===== config.mk =====
export PLATFORM = sky130hd
export DESIGN_NAME = csa_accum_ctrl
export DESIGN_NICKNAME = d
export VERILOG_FILES = /design/src/rtl/csa_accum_ctrl.sv
export SDC_FILE = /design/constraint.sdc
export NUM_CORES = 1
export LEC_CHECK = 0
export CAP_MARGIN = 15
export CORE_MARGIN = 2
export CORE_UTILIZATION = 25
export CTS_BUF_LIST = sky130_fd_sc_hd__clkbuf_4 sky130_fd_sc_hd__clkbuf_8
export DETAILED_ROUTE_END_ITERATION = 8
export PLACE_DENSITY = 0.48
export SYNTH_ARGS = -nofsm -noshare
export SYNTH_HDL_FRONTEND = slang
export SYNTH_SLANG_ARGS = --single-unit

===== constraint.sdc =====
create_clock -name CLK -period 3.7 [get_ports CLK]
set_input_delay 0.925 -clock CLK [delete_from_list [all_inputs] [get_ports CLK]]
set_output_delay 0.925 -clock CLK [all_outputs]
set_load 0.05 [all_outputs]

===== src/rtl/csa_accum_ctrl.sv =====
// csa_accum_ctrl: multi-operand accumulator built on a 3:2 carry-save adder.
// Operands stream in per group; one carry-propagate add resolves each group.
module csa_accum_ctrl #(
  parameter int width    = 16,
  parameter int cntWidth = 8
) (
  input  logic                CLK,
  input  logic                RST,
  input  logic                Clr,
  input  logic                InValid,
  output logic                InReady,
  input  logic [width-1:0]    InData,
  input  logic                InLast,
  output logic                OutValid,
  input  logic                OutReady,
  output logic [width-1:0]    OutData,
  output logic [cntWidth-1:0] OutCount,
  output logic                OutSat
);

  typedef enum logic [1:0] {
    ACC = 2'd0,
    RES = 2'd1,
    OUT = 2'd2
  } state_t;

  localparam logic [cntWidth-1:0] CMAX = {cntWidth{1'b1}};

  state_t              state;
  logic [width-1:0]    s;
  logic [width-1:0]    c;
  logic [cntWidth-1:0] cnt;
  logic [width-1:0]    res;
  logic [cntWidth-1:0] res_cnt;
  logic                res_sat;
  logic                in_rdy;
  logic                out_vld;

  logic [width-1:0]    s_nxt;
  logic [width-1:0]    c_nxt;
  logic [cntWidth-1:0] cnt_inc;

  // 3:2 compression of the redundant pair with the incoming operand
  always_comb begin
    s_nxt   = s ^ c ^ InData;
    c_nxt   = ((s & c) | (s & InData) | (c & InData)) << 1;
    cnt_inc = (cnt == CMAX) ? cnt : cnt + 1'b1;
  end

  // Group sequencer with registered handshake and result outputs
  always_ff @(posedge CLK) begin
    if (RST || Clr) begin
      state   <= ACC;
      s       <= '0;
      c       <= '0;
      cnt     <= '0;
      res     <= '0;
      res_cnt <= '0;
      res_sat <= 1'b0;
      in_rdy  <= 1'b1;
      out_vld <= 1'b0;
    end else begin
      unique case (state)
        ACC: begin
          if (InValid) begin
            s   <= s_nxt;
            c   <= c_nxt;
            cnt <= cnt_inc;
            if (InLast) begin
              state  <= RES;
              in_rdy <= 1'b0;
            end
          end
        end
        RES: begin
          res     <= s + c;
          res_cnt <= cnt;
          res_sat <= (cnt == CMAX);
          out_vld <= 1'b1;
          state   <= OUT;
        end
        OUT: begin
          if (OutReady) begin
            s       <= '0;
            c       <= '0;
            cnt     <= '0;
            out_vld <= 1'b0;
            in_rdy  <= 1'b1;
            state   <= ACC;
          end
        end
        default: begin
          state   <= ACC;
          in_rdy  <= 1'b1;
          out_vld <= 1'b0;
        end
      endcase
    end
  end

  assign InReady  = in_rdy;
  assign OutValid = out_vld;
  assign OutData  = res;
  assign OutCount = res_cnt;
  assign OutSat   = res_sat;

endmodule


# Word-level counts from Yosys, hierarchy flattened

Index checks and enable logic that the tools add are counted.

Output and inout port bits: 27
Input port bits: 22
Flip-flop bits (word level): 69
Word-level logic and storage cells: 54

Add/subtract/negate cells: 2
Reduce and logical (&&, ||, !) cells: 8
Equality and inequality tests: 7
Muxes and demuxes: 19
Bitwise gates (word level): 9

Operators with widths:

| operator            | number |
|---|---|
| $pmux 16 s2         | 2 |
| $mux 16             | 3 |
| $and 15x15->15      | 3 |
| $xor 16x16->16      | 2 |
| $or 15x15->15       | 2 |
| $mux 8              | 3 |
| $add 16x16->16      | 1 |
| $pmux 8 s2          | 1 |
| $add 8x1->8 const B | 1 |
| $eq 8x8->1 const B  | 1 |
| $ne 2x2->1 const B  | 4 |
| $reduce_and 4->1    | 2 |
| $mux 2              | 3 |
| $pmux 1 s3          | 2 |
| $pmux 2 s3          | 1 |
| $reduce_and 3->1    | 2 |
| $mux 1              | 4 |
| $eq 2x1->1 const B  | 1 |
| $eq 2x2->1 const B  | 1 |
| $logic_not 2->1     | 1 |
| $not 1->1           | 2 |
| $reduce_and 2->1    | 1 |
| $reduce_bool 2->1   | 1 |
| $logic_or 1x1->1    | 1 |

# Logic depth before layout (Yosys ltp)

Depth in word-level cells: 5
Mapped depth: 8
Gate-level depth less buffers: 8

# Least setup slack after synthesis

Ideal clock, no wire load.

Kind: in2reg
Start point: input port OutReady
End point: register cnt[5]
Slack: 1526 ps
Stages on the path: 7
Arrival time: 2104 ps
Required time: 3630 ps
Path buffers: 1
Setup time: 70 ps
Path through: mux2i_1 > or2_0 > buf_2 > a31oi_4 > nand4_4 > or3_1 > a21oi_1

Word-level cells in the longest chain between the ends: 2

Ends and longest elaborated chain:

| element                           | line | text |
|---|---|---|
| start: declaration                | 15   | `input logic OutReady,` |
| $ne 2x2->1 (no source line)       | -    |  |
| $reduce_and 4->1 (no source line) | -    |  |
| end signal: assignment            | 68   | `cnt <= cnt_inc;` |
| end: declaration                  | 32   | `logic [cntWidth-1:0] cnt;` |

Every way passes these cells.
A chain may end at the register's enable or synchronous reset.

# Worst setup path in the final report

Start point: input port OutReady
End point: register s[15]

Word-level cells in the longest chain between the ends: 2

Ends and longest elaborated chain:

| element                           | line | text |
|---|---|---|
| $ne 2x2->1 (no source line)       | -    |  |
| $reduce_and 3->1 (no source line) | -    |  |
| end signal: assignment            | 66   | `s <= s_nxt;` |
| end: declaration                  | 30   | `logic [width-1:0] s;` |

Every way passes these cells.

==> out/summary.txt <==
Min cycle time layout -> 2.57 ns
Setup TNS -> 0 ns
Pin count of the biggest net entering global routing -> 33
Clock root buffer -> clkbuf_8
Setup Skew -> 0.00584 ns
Largest area contributor in the netlist -> dfxtp_1
RSZ-0062 raised after global routing -> no
Final worst-path cycle share -> 0.696
# fillers -> 1381
Port bufs -> 48
GRT Total Usage -> 0.125
Syn nets -> 434
Critical path buffer and inverter count -> 2
Vias per cell -> 4.71
Vias post-DR -> 2825
CTS buffer count -> 9
Max Cap Viol -> 0
CTS sink count -> 68
F_max -> 388 MHz
CTS tree -> yes
DRT Wirelength -> 8390 um
Die area -> 14600 sq um
DP Cell Count -> 587
Mean Syn Cell Area -> 8.95 sq um
1st-pass router iterations -> 4
Data arrival time of the worst path -> 2.87 ns
Hold/Removal Path Class -> reg -> reg
H-tree depth -> 3
Critical Path Max Stage Delay -> 0.67 ns
Gr ovfl total -> 0
#FFs+latches synth -> 68
Initial DRC Count -> 180
First-pass GRT wire length -> 14100 um
Hold Fails Final Rpt -> 0
Layout cells sized above 1 -> 0.0613
Worst VDD drop -> 0.166 mV
Post-Layout Cell Count -> 600
Critical Path RT -> 3.99 ns
Critical path launch point type -> input port
Synth top area cells -> dfxtp_1, fa_1, a21oi_1
Slew @ Worst Pin -> 0.985 ns
CTS max path bufs -> 2
I/O pins -> 49
Number of library cell types mapped by synthesis -> 45
Worst reg-to-reg setup slack -> 1.46 ns
Leakage -> 1.59 nW
PwrDens -> 349 nW/um^2
Area grow syn2layout -> 24.4%
Clock transition at path regs -> 0.07 ns
Initial core utilization -> 0.257
Crit Path Category -> in -> reg
Post-synthesis cell area -> 3410 sq um
Clk_lat worst skew -> 0.36 ns
Cells after Synth -> 381
Worst-path fanout max -> 32
Antenna cells -> 0
Slew HR -> 0.343
DIE WIDTH -> 121 um
Final GP Congestion -> 0.799
CORE AREA -> 13300 sq um
Die height -> 121 um
# resized after CTS -> 0
Post-DP HPWL -> 6050 um
Main synth FF type -> dfxtp_1
Synth Warn # -> 0
Vias in the first global route -> 2770
Register area share after synthesis -> 0.399
Hold Buf Count CTS -> 0
Slew Viols, Final -> 0
Status -> completed
Crit path max-delay family -> simple AND/OR/NAND/NOR gates
Crit path capture type -> register
Number of flops mapped to enable cells by yosys -> 0
Slowest cell on the critical path -> or4b_2
DRC Markers -> 0
Routed WL per cell -> 14.0 um
Endpoints failing setup -> 0
Remaining antenna violation count -> 0
Worst path cell trace -> clkdlybuf4s50_1, mux2i_1, or2_1, buf_4, or4b_2, a21oi_1
Synth top area share -> 0.399
Asr flop ratio synth -> 0
Post-CTS setup buffer count -> 0
Num rows -> 42
Final #Nets -> 475
Initial antenna violation count -> 0
-- area by class of cell --
cell class                      count  area (sq um)  area share
Sequential cell                    68          1360       0.321
Timing Repair Buffer               53           518       0.122
Tap cell                          176           220      0.0519
Multi-Input combinational cell    282          1940       0.456
Inverter                            8          30.0     0.00708
Clock buffer                       10           138      0.0324
Clock inverter                      3          40.0     0.00943
-- per-stage QoR --
step | cell area, sq um | hold slack [ns] | util | power [mW] | worst slack (ns)
3_3_place_gp | 4070 | 0.444 | 0.306 | 0.901 | 0.791
2_1_floorplan | 3410 | 0.446 | - | 0.848 | 1.53
3_5_place_dp | 4070 | 0.448 | 0.306 | 0.904 | 0.754
4_1_cts | 4240 | 0.457 | 0.319 | 1.51 | 1.15
5_1_grt | 4240 | 0.468 | 0.319 | 1.55 | 1.09
6_report | 4240 | 0.456 | 0.319 | 1.48 | 1.13
-- path summary, 6_finish.rpt --
| check | startpoint | to | depth (start not counted) |
|---|---|---|---|
| worst max register to register | c[1] | OutData[13] | 8 |
| worst min register to register | OutData[11] | OutData[11] | 2 |
| worst min-delay path | OutData[11] | OutData[11] | 2 |
| worst max-delay path | OutReady | s[15] | 6 |
-- sequential cells by signal, summed over array words and instances (netlist names) --
name and count:
OutData 16, OutCount 8, OutSat 1, c 15, state 2, InReady 1, s 16, cnt 8
OutValid 1
-- cells by family (layout without fill, tap and decap cells) --
group | Yosys count | after routing | share of synthesized area
xor+xnor | 14 | 14 | 0.0359
simple gates | 129 | 129 | 0.174
buf+inv | 31 | 74 | 0.0345
fa+ha+maj | 31 | 31 | 0.147
compound gates | 106 | 106 | 0.204
mux | 2 | 2 | 0.00587
flops | 68 | 68 | 0.399
-- cells in the mapped netlist (2+ instances only) --
cell       n
a211oi_1   4
a21o_1     5
a21oi_1   42
a22o_1     2
a22oi_1   28
a41oi_1    2
and3_1     5
clkbuf_1  22
dfxtp_1   68
fa_1      15
ha_1      16
inv_1      8
mux2i_1    2
nand2_1   43
nand3_1    5
nand3b_1   3
nand4_1    4
nor2_1    49
nor2b_1    2
nor3_1     3
o211ai_1   3
o21a_1     2
o21ai_0    8
o21bai_1   3
or2_2      2
or3_1      4
xnor2_1    4
xor2_1    10
-- metal layers --
layer	vias up	part of all wire	GRT usage
met3	11	0.038	0.0406
met2	46	0.46	0.192
met5	-	0	0
met4	0	0.012	0.0400
met1	1348	0.49	0.165
li1	1420	-	-
-- cells in the final DEF, fill, tap and decap left out, drive strengths merged, types with 3 or more instances in the layout --
| master | Yosys | final |
|---|---|---|
| nand2 | 43 | 43 |
| nand3 | 5 | 5 |
| inv | 8 | 8 |
| xnor2 | 4 | 4 |
| clkdlybuf4s50 | 0 | 48 |
| ha | 16 | 16 |
| or2 | 3 | 3 |
| o21ai | 8 | 8 |
| or3 | 4 | 4 |
| nand4 | 5 | 5 |
| a22oi | 28 | 28 |
| nor2 | 49 | 49 |
| clkbuf | 22 | 10 |
| nand3b | 3 | 3 |
| a21oi | 42 | 42 |
| xor2 | 10 | 10 |
| buf | 1 | 5 |
| nor3 | 3 | 3 |
| and3 | 5 | 5 |
| fa | 15 | 15 |
| a211oi | 4 | 4 |
| a21o | 5 | 5 |
| o211ai | 3 | 3 |
| o21bai | 3 | 3 |
| dfxtp | 68 | 68 |
-- worst reg2reg max path, stage by stage (launching register included) --
cell	delay, ns
dfxtp_1	0.41
ha_1	0.22
fa_1	0.22
a21oi_1	0.09
nand4b_1	0.24
a21oi_1	0.27
o211ai_1	0.14
a2111oi_0	0.44
nand3b_1	0.16
-- report_power, final --
part           switching, mW  internal, mW  leakage [nW]
clock network          0.281         0.316        0.0939
registers             0.0100         0.742         0.549
logic                 0.0755        0.0576         0.945
No activity file was read; power rests on OpenSTA's default activity.
